## config.mk

```make
export PLATFORM = sky130hd
export DESIGN_NAME = uart_receiver
export DESIGN_NICKNAME = d
export VERILOG_FILES = /design/src/rtl/uart_receiver.sv
export SDC_FILE = /design/constraint.sdc
export NUM_CORES = 1
export LEC_CHECK = 0
export ABC_AREA = 1
export ABC_CLOCK_PERIOD_IN_PS = 2400
export CAP_MARGIN = 20
export CELL_PAD_IN_SITES_DETAIL_PLACEMENT = 1
export CELL_PAD_IN_SITES_GLOBAL_PLACEMENT = 2
export CORE_MARGIN = 3
export CORE_UTILIZATION = 41
export CTS_CLUSTER_SIZE = 28
export DETAILED_ROUTE_END_ITERATION = 7
export DONT_BUFFER_PORTS = 1
export PLACE_DENSITY_LB_ADDON = 0.1
export SYNTH_ARGS = -nofsm -noshare
export SYNTH_HDL_FRONTEND = slang
export SYNTH_SLANG_ARGS = --single-unit
```

## constraint.sdc

```tcl
create_clock -name CLK -period 2.4 [get_ports CLK]
set_input_delay 0.36 -clock CLK [delete_from_list [all_inputs] [get_ports CLK]]
set_output_delay 0.36 -clock CLK [all_outputs]
set_load 0.01 [all_outputs]
```

## src/rtl/uart_receiver.sv

```systemverilog
// UART receiver: 8N1 frames by default, 8E1 when UART_RX_PARITY_EN is defined.
// Each bit is sampled once per bit time; errors are reported as one-cycle pulses.
module uart_receiver #(
    parameter int unsigned CLKS_PER_BIT = 868
) (
    input  logic       CLK,
    input  logic       reset_trigger,
    input  logic       UART_RX,
    output logic [7:0] rx_data,
    output logic       rx_valid,
    input  logic       rx_ready,
    output logic       busy,
    output logic       frame_err,
    output logic       parity_err,
    output logic       overrun
);

    localparam int unsigned HALF = CLKS_PER_BIT >> 1;
    localparam int unsigned CntW = $clog2(CLKS_PER_BIT);
    localparam logic [CntW-1:0] CntHalf = CntW'(HALF);
    localparam logic [CntW-1:0] CntLast = CntW'(CLKS_PER_BIT - 1);

    localparam logic [2:0] StWaitIdle = 3'd0;
    localparam logic [2:0] StIdle     = 3'd1;
    localparam logic [2:0] StStart    = 3'd2;
    localparam logic [2:0] StData     = 3'd3;
    localparam logic [2:0] StStop     = 3'd4;
    localparam logic [2:0] StBreak    = 3'd5;
`ifdef UART_RX_PARITY_EN
    localparam logic [2:0] StParity   = 3'd6;
`endif

    logic            rx_meta_q, rx_meta_d;
    logic            rx_s_q, rx_s_d;
    logic [1:0]      fill_q, fill_d;
    logic [2:0]      state_q, state_d;
    logic [CntW-1:0] cnt_q, cnt_d;
    logic [2:0]      bit_cnt_q, bit_cnt_d;
    logic [7:0]      shift_q, shift_d;
    logic            busy_q, busy_d;
    logic [7:0]      rx_data_q, rx_data_d;
    logic            rx_valid_q, rx_valid_d;
    logic            frame_err_q, frame_err_d;
    logic            overrun_q, overrun_d;
    logic            commit;
    logic            cnt_last;
`ifdef UART_RX_PARITY_EN
    logic            par_bad_q, par_bad_d;
    logic            parity_err_q, parity_err_d;
`endif

    assign cnt_last = (cnt_q == CntLast);

    always_comb begin
        rx_meta_d   = UART_RX;
        rx_s_d      = rx_meta_q;
        // The synchronizer resets to 1; only trust rx_s once it holds real line samples.
        fill_d      = {fill_q[0], 1'b1};
        state_d     = state_q;
        cnt_d       = cnt_q;
        bit_cnt_d   = bit_cnt_q;
        shift_d     = shift_q;
        busy_d      = busy_q;
        frame_err_d = 1'b0;
        commit      = 1'b0;
`ifdef UART_RX_PARITY_EN
        par_bad_d    = par_bad_q;
        parity_err_d = 1'b0;
`endif
        case (state_q)
            StWaitIdle: begin
                if (fill_q[1] && rx_s_q) state_d = StIdle;
            end
            StIdle: begin
                if (!rx_s_q) begin
                    state_d   = StStart;
                    cnt_d     = '0;
                    bit_cnt_d = 3'd0;
                    busy_d    = 1'b1;
`ifdef UART_RX_PARITY_EN
                    par_bad_d = 1'b0;
`endif
                end
            end
            StStart: begin
                if (cnt_q == CntHalf) begin
                    cnt_d = '0;
                    if (rx_s_q) begin
                        state_d = StIdle;
                        busy_d  = 1'b0;
                    end else begin
                        state_d = StData;
                    end
                end else begin
                    cnt_d = cnt_q + CntW'(1);
                end
            end
            StData: begin
                if (cnt_last) begin
                    cnt_d     = '0;
                    shift_d   = {rx_s_q, shift_q[7:1]};
                    bit_cnt_d = bit_cnt_q + 3'd1;
                    if (bit_cnt_q == 3'd7) begin
`ifdef UART_RX_PARITY_EN
                        state_d = StParity;
`else
                        state_d = StStop;
`endif
                    end
                end else begin
                    cnt_d = cnt_q + CntW'(1);
                end
            end
`ifdef UART_RX_PARITY_EN
            StParity: begin
                if (cnt_last) begin
                    cnt_d     = '0;
                    par_bad_d = ^{shift_q, rx_s_q};
                    state_d   = StStop;
                end else begin
                    cnt_d = cnt_q + CntW'(1);
                end
            end
`endif
            StStop: begin
                if (cnt_last) begin
                    cnt_d = '0;
                    if (!rx_s_q) begin
                        frame_err_d = 1'b1;
                        state_d     = StBreak;
                    end else begin
                        state_d = StIdle;
                        busy_d  = 1'b0;
`ifdef UART_RX_PARITY_EN
                        if (par_bad_q) parity_err_d = 1'b1;
                        else           commit       = 1'b1;
`else
                        commit = 1'b1;
`endif
                    end
                end else begin
                    cnt_d = cnt_q + CntW'(1);
                end
            end
            StBreak: begin
                if (rx_s_q) begin
                    state_d = StIdle;
                    busy_d  = 1'b0;
                end
            end
            default: begin
                state_d = StWaitIdle;
                busy_d  = 1'b0;
            end
        endcase
    end

    // Holding register: a commit may replace a byte only when it is accepted in the same cycle.
    always_comb begin
        rx_data_d  = rx_data_q;
        rx_valid_d = rx_valid_q;
        overrun_d  = 1'b0;
        if (rx_valid_q && rx_ready) rx_valid_d = 1'b0;
        if (commit) begin
            if (!rx_valid_q || rx_ready) begin
                rx_data_d  = shift_q;
                rx_valid_d = 1'b1;
            end else begin
                overrun_d = 1'b1;
            end
        end
    end

    always_ff @(posedge CLK or posedge reset_trigger) begin
        if (reset_trigger) begin
            rx_meta_q   <= 1'b1;
            rx_s_q      <= 1'b1;
            fill_q      <= 2'b00;
            state_q     <= StWaitIdle;
            cnt_q       <= '0;
            bit_cnt_q   <= 3'd0;
            shift_q     <= 8'h00;
            busy_q      <= 1'b0;
            rx_data_q   <= 8'h00;
            rx_valid_q  <= 1'b0;
            frame_err_q <= 1'b0;
            overrun_q   <= 1'b0;
        end else begin
            rx_meta_q   <= rx_meta_d;
            rx_s_q      <= rx_s_d;
            fill_q      <= fill_d;
            state_q     <= state_d;
            cnt_q       <= cnt_d;
            bit_cnt_q   <= bit_cnt_d;
            shift_q     <= shift_d;
            busy_q      <= busy_d;
            rx_data_q   <= rx_data_d;
            rx_valid_q  <= rx_valid_d;
            frame_err_q <= frame_err_d;
            overrun_q   <= overrun_d;
        end
    end

`ifdef UART_RX_PARITY_EN
    always_ff @(posedge CLK or posedge reset_trigger) begin
        if (reset_trigger) begin
            par_bad_q    <= 1'b0;
            parity_err_q <= 1'b0;
        end else begin
            par_bad_q    <= par_bad_d;
            parity_err_q <= parity_err_d;
        end
    end
    assign parity_err = parity_err_q;
`else
    assign parity_err = 1'b0;
`endif

    assign rx_data   = rx_data_q;
    assign rx_valid  = rx_valid_q;
    assign busy      = busy_q;
    assign frame_err = frame_err_q;
    assign overrun   = overrun_q;

endmodule

```

# Yosys cells after proc, flatten, opt, wreduce, memory -nomap -nowiden
# Index checks and enable logic that the tools add are counted.
# op_classes
n_addsub,2
n_eq_ne,15
mux,33
bitwise,1
reduce_logical,15
# op_table
operator,n
10-bit 2-to-1 mux,3
3-bit 2-to-1 mux,10
10-bit one-hot mux with 3 select lines,1
3-bit one-hot mux with 6 select lines,1
1-bit 2-to-1 mux,15
2-bit inequality test (second input constant),7
10-bit by 1-bit adder with 10-bit output (second input constant),1
10-bit == test (second input constant),1
10-bit by 9-bit == test with 1-bit output (second input constant),1
3-bit == test (second input constant),3
7-bit AND reduction,1
3-bit by 2-bit == test with 1-bit output (second input constant),2
3-bit one-hot mux with 2 select lines,1
2-bit AND reduction,3
1-bit one-hot mux with 5 select lines,1
4-bit AND reduction,1
2-bit OR reduction,2
3-bit by 1-bit adder with 3-bit output (second input constant),1
3-bit by 1-bit == test with 1-bit output (second input constant),1
3-bit zero test,1
3-bit AND reduction,1
3-bit nonzero test,1
1-bit logical AND,2
2-bit 2-to-1 mux,1
4 further kinds,4
# totals
ff_bits,40
out_inout_bits,13
elab_cells,78

# Longest topological paths before layout
# Gate-level depths: netlist of the first run.
# logic_depth
depth_word,4
depth_mapped,10
mapped_depth_nobuf,10

# Least setup slack after synthesis of the first run
# OpenSTA, ideal clock, no wires.
# synth_timing
kind,register to register
start,register cnt_q[1]
end,register rx_data_q[3] (netlist: rx_data[3])
setup_time_ns,0.117
t_arrival_ns,1.411
required_ns,2.283
path_slack_ns,0.872
path_stages_with_launch,10
n_path_buf,1
path_cell_list,dfrtp_1 -> ha_1 -> nand2_1 -> nor2_4 -> nand3_4 -> nor3_4 -> nand2_4 -> buf_6 -> nand2_2 -> o21ai_2
# synth_between
elab_chain_cells,4
# synth_rtl
item,line,source
from (decl),37,"logic [CntW-1:0] cnt_q, cnt_d;"
from (signal assigned),193,cnt_q <= cnt_d;
10-bit == test,52,assign cnt_last = (cnt_q == CntLast);
1-bit 2-to-1 mux,126,if (cnt_last) begin
1-bit 2-to-1 mux,70,case (state_q)
2-bit AND reduction (no source line),--,
to (signal assigned),197,rx_data_q <= rx_data_d;
to (decl),41,"logic [7:0] rx_data_q, rx_data_d;"
# Every way passes these cells.
# A chain may end at the register's enable or synchronous reset.

# Worst setup path after layout of the first run
# layout_timing
start,register cnt_q[1]
end,register bit_cnt_q[0]
# layout_between
elab_chain_cells,3
# layout_rtl
item,line,source
10-bit == test,52,
2-bit inequality test (no source line),--,
3-bit AND reduction (no source line),--,
to (signal assigned),194,bit_cnt_q <= bit_cnt_d;
to (decl),38,"logic [2:0] bit_cnt_q, bit_cnt_d;"
# Every way passes these cells.

==> reports/qor.yml, run 1 <==
run_status:
  outcome: "finished clean"
power_and_ir_drop:
  power.leakage_nw: 1.061
  power_density_nw_per_um2: 975.4
  peakVddDrop_v: 0.0004229
floorplanning:
  die_w_um: 75.31
  coreArea_um2: 4504
  fp.dieArea_um2: 5671
  start_util_pct: 43.72
  die-height_um: 75.31
  io_pins: 17
  row_count: 24
grt:
  grt_pass1_wl_mm: 7.155
  grt_pass1_vias: 1535
  grt_use_met2_pct: 26.37
  grtUsageMet1_pct: 22.06
  grtUsageTotal_pct: 16.63
  grt_most_used_layer: "met2"
  grt_start_max_net_pins: 37
  antenna_found_initial: 0
  grt_overflow: 0
  use_met3_pct: 4.354
layout:
  area_delta_synth_final_pct: 9.720
  stdcell_count: 287
  antennaDiodeCount: 0
  nFillCells: 546
  drive_above_1_share_pct: 15.32
  nets: 242
logic_synthesis:
  syn-num-nets: 236
  synth_compound_area_share_pct: 10.04
  seq_area_frac_synth_pct: 50.95
  yosys.area_share.simple_pct: 28.21
  synth.most_common_cell: "nand2_1"
  yosys-top-cells-area: "dfrtp_1 48%, nand2_1 12%, inv_1 4.8%"
  ys_types: 28
  synth-xor-area-share_pct: 1.334
  synthAdderAreaFrac_pct: 2.541
  yosysTopAreaCell: "dfrtp_1"
  synthTopCellsByCount: "64 x nand2_1, 38 x dfrtp_1, 25 x inv_1, 16 x o21ai_0, 15 x nand3_1"
  ys.flop_type: "dfrtp_1"
  postSynth.asyncResetShare_pct: 100.0
  ys_ff_latch: 40
  synth_top_family_by_area: "simple AND/OR/NAND/NOR gates"
  synthCells: 228
  synthMuxAreaShare_pct: 0
  synthesis.area_um2: 1969
  yosysTopAreaCellShare_pct: 48.28
  synth-edff-count: 0
  avgSynthCellArea_um2: 8.638
  yosys_warnings: 0
sta:
  post-route-period-util_pct: 72.61
  min_period_ns: 1.743
  slew_violations: 0
  hold_viol_final: 0
  setup_tns_ns: 0
  fin_hold_ws_ns: 0.05753
  finalClockSkew_ns: 0.004648
  setup_violations: 0
  layout_setup_ws_ns: 0.6574
  fmax_ghz: 0.5738
  rsz0062_at_grt: "no"
routing:
  totalWireLength_mm: 4.065
  dr.pass1.iters: 4
  wl_per_cell_um: 14.16
  drtAntennaViolNets: 0
  drtIter0Drc: 54
  vias: 1434
  routed_via_density: 4.997
  route.detailed.drc: 0
cts:
  htree_num_levels: 2
  cts_tree: "built"
  clk_latency_ns: 0.29
  numCtsBuffers: 5
  cts_max_path_buffers: 2
  cts-root-buf: "clkbuf_8"
  clk_pin_slew_worst_paths_ns: 0.08
  postCtsSetupBuffers: 0
  cts.sink_count: 40
place:
  place_hpwl_mm: 3.121
  gp_congestion: 0.7634
  port_buffers: 0
  pre_cts_ws_ns: 0.6498
  dp_cells: 278
setup_path:
  endpoint_kind: "register"
  criticalPathCategory: "register to register"
  r2r_setup_slack_ns: 0.66
  start_kind: "register"
  ff2ff_path_depth: 8
  crit_arrival_ns: 1.92
  critPathMaxFanout: 15
  cp.required_ns: 2.58
worst_hold_path:
  holdCritPathClass: "input port to register"
  holdPathStages: 0
job:
  cap_viol_max_count: 0
==> kinds of logic after synthesis <==
logic type | Yosys count
XOR/XNOR | 3
other | 2
AND/OR/NAND/NOR | 115
flip-flops | 40
AO/OA/AOI/OAI | 33
adder cells (fa/ha/maj) | 4
buffers and inverters | 31
==> final cells by class <==
class	count	area [um^2]	share of cell area, %
clock inverters	2	60.06	2.779
well taps	52	65.06	3.011
repair buffers	2	17.52	0.8107
multi-input cells	157	837.1	38.74
clock buffers	6	72.57	3.358
inverters	28	105.1	4.864
flip-flops and latches	40	1003	46.44
==> cell usage in the layout (no fill, tap or decap), types with 4 or more instances in the layout <==
master,count
nor2_1,13
nand2_1,64
nand2_2,6
ha_1,4
o21ai_2,6
dfrtp_1,38
nor2_4,4
o21ai_0,16
nand3_1,15
nand4_1,4
clkbuf_8,5
inv_1,25
a21oi_1,6
==> what timing repair did <==
item	4_1_cts	5_1_grt
hold buffers	1	0
gates resized for setup	0	0
endpoints found under the hold margin	4	0
==> routing by layer <==
layer  routed length, um  share of wire (%)  vias to the layer above
met2                1951                 48                       15
met3                 124                3.1                        7
li1                    -                  -                      732
met1                1926                 47                      680
met5                   0                  0                        -
met4                  63                1.5                        0
==> worst max-delay path: stages (launching register included) <==
cell and delay, ns:
dfrtp_1 0.39, ha_1 0.23, nand2_1 0.12, nor2_4 0.13
nand3_4 0.12, nor2_4 0.27, inv_1 0.18, nand3_1 0.10
o21ai_0 0.07
==> through the flow <==
step / power [mW] / area (um^2) / utilization, %
floorplan: 1.306 / 1969 / -
detailed placement: 1.478 / 2018 / 44.81
global placement: 1.447 / 2018 / 44.81
global route: 2.275 / 2161 / 47.97
CTS: 2.146 / 2161 / 47.97
finish: 2.108 / 2161 / 47.97
==> power breakdown <==
group / switching (mW) / leakage, nW / internal (mW)
clock network: 0.236 / 0.0654 / 0.416
registers: 0.0879 / 0.539 / 0.740
logic: 0.446 / 0.456 / 0.183
total: 0.770 / 1.06 / 1.34
==> registers in the layout, indices dropped and copies added (netlist names) <==
signal	cells
bit_cnt_q	3
busy	1
cnt_q	10
fill_q	2
frame_err	1
overrun	1
rx_data	8
rx_meta_q	1
rx_s_q	1
rx_valid	1
shift_q	8
state_q	3
==> path summary, 6_finish.rpt <==
check	from	to
worst max-delay path	cnt_q[1]	bit_cnt_q[0]
worst min-delay path	UART_RX	rx_meta_q
worst max register to register	cnt_q[1]	bit_cnt_q[0]
worst min register to register	fill_q[0]	fill_q[1]
max in group asynchronous	reset_trigger	rx_s_q
min in group asynchronous	reset_trigger	rx_data[4]
Power figures use the tool's default switching activity.
==> inputs of run 2 (changes only) <==
Settings changed: ABC_CLOCK_PERIOD_IN_PS 2400 to 1500, CORE_UTILIZATION 41 to 34.
Clock period 2.4 ns to 1.5 ns, I/O delays scaled along.
==> run 2 against run 1 <==
Against the previous run:
- the run now ends with setup timing left
- critical path depth unchanged
- register-to-register slack worse by 0.69 ns
- via count rose by 13%
- clock skew is 0.00059 ns lower
- clock power up 11%
- non-clock buffer count is 24 higher
- worst setup slack lost 0.69 ns
- fmax is 14% higher
- largest cell class unchanged
==> reports/qor.yml, run 2 (synthesis results as in run 1) <==
layout:
  area_delta_synth_final_pct: 25.41  # was 9.720%
  largest_reg_flops: 10  # unchanged
  nets: 267  # was 242
  mostFrequentLayoutCell: "nand2_1"  # unchanged
  antennaDiodeCount: 0  # unchanged
  design_area_um2: 2470  # was 2161 um^2
  nFillCells: 688  # was 546
  layout_common_cells: "50 x nand2_1, 34 x dfrtp_1, 22 x buf_4, 21 x inv_1, 16 x nand2_2"  # was 64 x nand2_1, 38 x dfrtp_1, 25 x inv_1, 16 x o21ai_0, 15 x nand3_1
  top_register: "cnt_q"  # unchanged
  drive_above_1_share_pct: 35.38  # was 15.32%
grt:
  antenna_found_initial: 0  # unchanged
  grt_pass1_wl_mm: 8.073  # was 7.155 mm
  grt_start_max_net_pins: 41  # was 37
  grtUsageTotal_pct: 15.70  # was 16.63%
  grt_overflow: 0  # unchanged
  grt_pass1_vias: 1743  # was 1,535
sta:
  post-route-period-util_pct: 102.2  # was 72.61%
  fmax_ghz: 0.6522  # was 0.5738 GHz
  rsz0062_at_grt: "yes"  # was no
  layout_setup_ws_ns: -0.03331  # was 0.6574 ns
  hold_viol_final: 0  # unchanged
  setup_violations: 12  # was 0
  min_period_ns: 1.533  # was 1.743 ns
  slew_violations: 0  # unchanged
  fin_hold_ws_ns: 0.3118  # was 0.05753 ns
  finalClockSkew_ns: 0.004054  # was 0.004648 ns
  setup_tns_ns: -0.2115  # was 0 ns
place:
  post_dp_cell_area_um2: 2161  # was 2018 um^2
  gp_congestion: 0.7897  # was 0.7634
  pre_cts_ws_ns: -0.09203  # was 0.6498 ns
  port_buffers: 0  # unchanged
  place_hpwl_mm: 3.306  # was 3.121 mm
power_and_ir_drop:
  peakVddDrop_v: 0.0005709  # was 0.0004229 V
  power_switching_mw: 1.493  # was 0.7696 mW
  p_sw_share_pct: 41.14  # was 36.51%
  p_comb_share_pct: 43.9  # was 29.8%
  power.leakage_nw: 1.166  # was 1.061 nW
  intPower_mw: 2.137  # was 1.338 mW
  clkPwrFrac_pct: 19.9  # was 30.9%
  seq_power_share_pct: 36.2  # was 39.3%
  power_density_nw_per_um2: 1470  # was 975.4 nW/um^2
  p_total_mw: 3.630  # was 2.108 mW
setup_path:
  endpoint_kind: "register"  # unchanged
  crit_arrival_ns: 1.72  # was 1.92 ns
  critPathMaxFanout: 7  # was 15
  criticalPathCategory: "register to register"  # unchanged
  start_kind: "register"  # unchanged
  cp.required_ns: 1.69  # was 2.58 ns
  r2r_setup_slack_ns: -0.03  # was 0.66 ns
  r2r-end: "rx_data[1]"  # was bit_cnt_q[0]
  r2r_start: "cnt_q[0]"  # was cnt_q[1]
  ff2ff_path_depth: 8  # unchanged
cts:
  cts-root-buf: "clkbuf_8"  # unchanged
  numCtsBuffers: 5  # unchanged
  cts_tree: "built"  # unchanged
  clk_latency_ns: 0.29  # about the same
  clk_pin_slew_worst_paths_ns: 0.08  # about the same
  htree_num_levels: 2  # unchanged
  cts_max_path_buffers: 2  # unchanged
  cts.sink_count: 40  # unchanged
worst_hold_path:
  holdCritPathClass: "input port to register"  # unchanged
  holdPathStages: 3  # was 0
  hold_end: "overrun"  # was rx_meta_q
  min_from: "rx_ready"  # was UART_RX
routing:
  totalWireLength_mm: 4.706  # was 4.065 mm
  drtIter0Drc: 45  # was 54
  route.detailed.drc: 0  # unchanged
  vias: 1619  # was 1,434
  routed_via_density: 4.877  # was 4.997
  dr.pass1.iters: 4  # unchanged
  drtAntennaViolNets: 0  # unchanged
  wl_per_cell_um: 14.17  # was 14.16 um
run_status:
  violations: "setup timing"
  outcome: "complete, but fails checks"  # was finished clean
floorplanning:
  coreArea_um2: 5540  # was 4504 um^2
  io_pins: 17  # unchanged
  die_w_um: 82.11  # was 75.31 um
  row_count: 27  # was 24
  start_util_pct: 35.55  # was 43.72%
  die-height_um: 82.11  # was 75.31 um
  fp.dieArea_um2: 6741  # was 5671 um^2
job:
  cap_viol_max_count: 0  # unchanged
-- run 2: cell count changes in the layout (fill, tap and decap cells not counted), moves of 5 or more --
| cell | change |
|---|---|
| buf_4 | +21 |
| nand2_1 | -14 |
| nand2_2 | +10 |
| o21ai_0 | -5 |
-- run 2: final cells by class --
cell class              count  area [um^2]  share of cell area (%)
flip-flops and latches     40         1008                   40.83
well taps                  72        90.09                   3.647
multi-input cells         158        967.2                   39.16
inverters                  28        107.6                   4.357
clock buffers               6        72.57                   2.938
clock inverters             2        16.27                  0.6586
repair buffers             26        207.7                   8.409
-- run 2: how the worst max path moves through the flow --
stage	depth (start not counted)	from	to	slack [ns]
after floorplan	9	cnt_q[1]	rx_data[3]	-0.01
after global placement	7	state_q[2]	cnt_q[1]	-0.04
after detailed placement	8	cnt_q[1]	rx_data[6]	-0.09
after CTS	8	cnt_q[0]	rx_data[5]	-0.08
after global routing	8	cnt_q[1]	rx_data[1]	-0.14
final	8	cnt_q[0]	rx_data[1]	-0.03
-- run 2: per-stage QoR --
| stage | cells | util, % |
|---|---|---|
| 2_1_floorplan | 228 | - |
| 4_1_cts | 330 | 42.73 |
| 5_1_grt | 332 | 44.58 |
| 6_report | 332 | 44.58 |
| 3_5_place_dp | 313 | 39.00 |
| 3_3_place_gp | 313 | 39.00 |
-- run 2: routing by layer --
metal | vias to the layer above | global-route usage [%] | wire [um]
met1 | 795 | 18.19 | 2017
met4 | 0 | 4.983 | 73
met5 | - | 0 | 0
met3 | 8 | 4.013 | 157
li1 | 789 | - | -
met2 | 27 | 28.19 | 2458
-- run 2: power by group through the flow --
stage	logic [mW]	registers, mW	clock network (mW)
after CTS	1.40	1.30	0.749
after global routing	1.78	1.33	0.803
after detailed placement	1.23	1.33	0
after floorplan	0.785	1.31	0
final	1.59	1.31	0.723
after global placement	1.20	1.32	0
-- run 2: repair_timing --
action	CTS	global route
setup buffers	6	2
endpoints found under the setup margin	19	34
hold buffers	2	0
cloned	1	0
pin swaps	6	12
endpoints found under the hold margin	39	0
resized for setup	16	31
-- run 2: critical path, cell delays in order (launching register included) --
cell	delay, ns
dfrtp_1	0.36
ha_2	0.19
nand2_2	0.07
nor2_4	0.13
nand3_4	0.11
nor3_4	0.27
nand2_4	0.15
nand2_1	0.11
o21ai_2	0.05
==> inputs of run 3 (changes only) <==
Settings changed: ABC_CLOCK_PERIOD_IN_PS 1500 to 1600, CORE_UTILIZATION 34 to 38.
Clock period 1.5 ns to 1.6 ns, I/O delays scaled along.
==> run 3 against run 2 <==
Against the previous run:
- the flow still finishes with violations (setup timing)
- via count fell by 2.3%
- sequential share of layout area up 1.7 points
- first-iteration DRC count grew 47%
- sequential power fell by 6%
- largest power group is now sequential cells
==> reports/qor.yml, run 3 (synthesis results as in run 1) <==
sta:
  tightestPinTransition_ns: 0.5002
  slew_headroom_pct: 66.65
  hold_viol_final: 0  # unchanged
  layout_setup_ws_ns: -0.007549  # was -0.03331 ns
  fmax_ghz: 0.6221  # was 0.6522 GHz
  rsz0062_at_grt: "yes"  # unchanged
  fin_hold_ws_ns: 0.3568  # was 0.3118 ns
  setup_tns_ns: -0.01526  # was -0.2115 ns
  slew_violations: 0  # unchanged
  setup_violations: 3  # was 12
  min_period_ns: 1.608  # was 1.533 ns
  finalClockSkew_ns: 0.005213  # was 0.004054 ns
  post-route-period-util_pct: 100.5  # was 102.2%
power_and_ir_drop:
  peakVddDrop_v: 0.0004642  # was 0.0005709 V
  seq_power_share_pct: 39.4  # was 36.2%
  p_comb_share_pct: 39.1  # was 43.9%
  clkPwrFrac_pct: 21.4  # was 19.9%
  intPower_mw: 1.829  # was 2.137 mW
  power.leakage_nw: 1.124  # was 1.166 nW
  p_sw_share_pct: 41.37  # was 41.14%
  power_density_nw_per_um2: 1323  # was 1470 nW/um^2
  power_switching_mw: 1.291  # was 1.493 mW
setup_path:
  criticalPathCategory: "register to register"  # unchanged
  critPathLaunch: "cnt_q[1]"  # was cnt_q[0]
  start_kind: "register"  # unchanged
  r2r-end: "rx_data[5]"  # was rx_data[1]
  r2r_setup_slack_ns: -0.008  # was -0.03 ns
  ff2ff_path_depth: 9  # was 8
  crit_arrival_ns: 1.79  # was 1.72 ns
  cp.required_ns: 1.78  # was 1.69 ns
  critPathMaxFanout: 7  # unchanged
  endpoint_kind: "register"  # unchanged
  r2r_start: "cnt_q[1]"  # was cnt_q[0]
  endpoint: "rx_data[5]"  # was rx_data[1]
worst_hold_path:
  holdCritPathClass: "register to register"  # was input port to register
  holdPathStages: 0  # was 3
floorplanning:
  row_count: 25  # was 27
  die_w_um: 77.99  # was 82.11 um
  die-height_um: 77.99  # was 82.11 um
  fp.dieArea_um2: 6082  # was 6741 um^2
  start_util_pct: 40.36  # was 35.55%
  coreArea_um2: 4880  # was 5540 um^2
  io_pins: 17  # unchanged
routing:
  routed_via_density: 4.975  # was 4.877
  route.detailed.drc: 0  # unchanged
  vias: 1582  # was 1,619
  dr.pass1.iters: 4  # unchanged
  totalWireLength_mm: 4.682  # was 4.706 mm
  drtIter0Drc: 66  # was 45
  drtAntennaViolNets: 0  # unchanged
  wl_per_cell_um: 14.72  # was 14.17 um
cts:
  cts-root-buf: "clkbuf_8"  # unchanged
  htree_num_levels: 2  # unchanged
  cts_tree: "built"  # unchanged
  cts_max_path_buffers: 2  # unchanged
  cts.sink_count: 40  # unchanged
  clk_pin_slew_worst_paths_ns: 0.08  # about the same
  clk_latency_ns: 0.29  # about the same
  numCtsBuffers: 5  # unchanged
layout:
  antennaDiodeCount: 0  # unchanged
  largest_reg_flops: 10  # unchanged
  nFillCells: 586  # was 688
  nets: 258  # was 267
  stdcell_count: 318  # was 332
  top_register: "cnt_q"  # unchanged
  layout_common_cells: "57 x nand2_1, 38 x dfrtp_1, 22 x inv_1, 16 x o21ai_0, 15 x nand3_1"  # was 50 x nand2_1, 34 x dfrtp_1, 22 x buf_4, 21 x inv_1, 16 x nand2_2
  area_delta_synth_final_pct: 19.76  # was 25.41%
  fin_util_pct: 48.33  # was 44.58%
  drive_above_1_share_pct: 26.29  # was 35.38%
  mostFrequentLayoutCell: "nand2_1"  # unchanged
place:
  gp_congestion: 0.7992  # was 0.7897
  place_hpwl_mm: 3.232  # was 3.306 mm
  pre_cts_ws_ns: -0.04103  # was -0.09203 ns
  dp_cells: 299  # was 313
  port_buffers: 0  # unchanged
grt:
  grtUsageTotal_pct: 17.40  # was 15.70%
  grt_pass1_wl_mm: 8.418  # was 8.073 mm
  grt_overflow: 0  # unchanged
  grt_start_max_net_pins: 41  # unchanged
  grt_pass1_vias: 1752  # was 1,743
  antenna_found_initial: 0  # unchanged
run_status:
  violations: "setup timing"  # unchanged
  outcome: "complete, but fails checks"  # unchanged
job:
  cap_viol_max_count: 0  # unchanged
## run 3: power by group through the flow
stage          registers, mW  logic [mW]  clock network [mW]
3_5_place_dp            1.26        1.03                   0
3_3_place_gp            1.25       0.989                   0
6_report                1.23        1.22               0.669
5_1_grt                 1.25        1.40               0.761
4_1_cts                 1.23        1.08               0.696
2_1_floorplan           1.23       0.733                   0
## run 3: worst min path at each step
stage	start	slack, ns	endpoint
2_1_floorplan	UART_RX	0.24	rx_meta_q
3_3_place_gp	UART_RX	0.24	rx_meta_q
3_5_place_dp	UART_RX	0.24	rx_meta_q
4_1_cts	rx_ready	0.33	overrun
5_1_grt	rx_meta_q	0.36	rx_s_q
6_report	rx_meta_q	0.36	rx_s_q
## run 3: final cells by class
| type | count | area (um^2) | share of cell area, % |
|---|---|---|---|
| clock buffers | 6 | 72.57 | 3.077 |
| clock inverters | 2 | 16.27 | 0.6897 |
| inverters | 28 | 105.1 | 4.456 |
| multi-input cells | 158 | 933.4 | 39.58 |
| flip-flops and latches | 40 | 1003 | 42.55 |
| well taps | 67 | 83.83 | 3.554 |
| repair buffers | 17 | 143.9 | 6.101 |
## run 3: worst max-delay path, stage by stage (launching register included)
cell     delay [ns]
dfrtp_1        0.37
ha_2           0.20
nand2_2        0.07
nor2_4         0.15
nand3_4        0.14
nor3_4         0.14
buf_6          0.17
nand2_8        0.09
nand2_1        0.11
o21ai_2        0.05
## run 3: metrics by stage
stage          instance area [um^2]  total power [mW]
2_1_floorplan                  1969             1.959
3_3_place_gp                   2082             2.235
3_5_place_dp                   2082             2.285
4_1_cts                        2251             3.007
5_1_grt                        2359             3.408
6_report                       2359             3.120
## run 3: timing repair
item	4_1_cts	5_1_grt
pin swaps	3	14
buffers inserted	5	3
cloned	1	0
gates resized for setup	5	23
hold buffers	2	0
setup endpoints to repair	8	27
hold endpoints to repair	39	0
## run 3: layer usage
metal,routed length [um],track usage [%],vias to the layer above
li1,-,-,770
met1,2079,23.17,776
met2,2392,28.17,29
met3,148,3.712,7
met4,61,5.769,0
met5,0,0,-
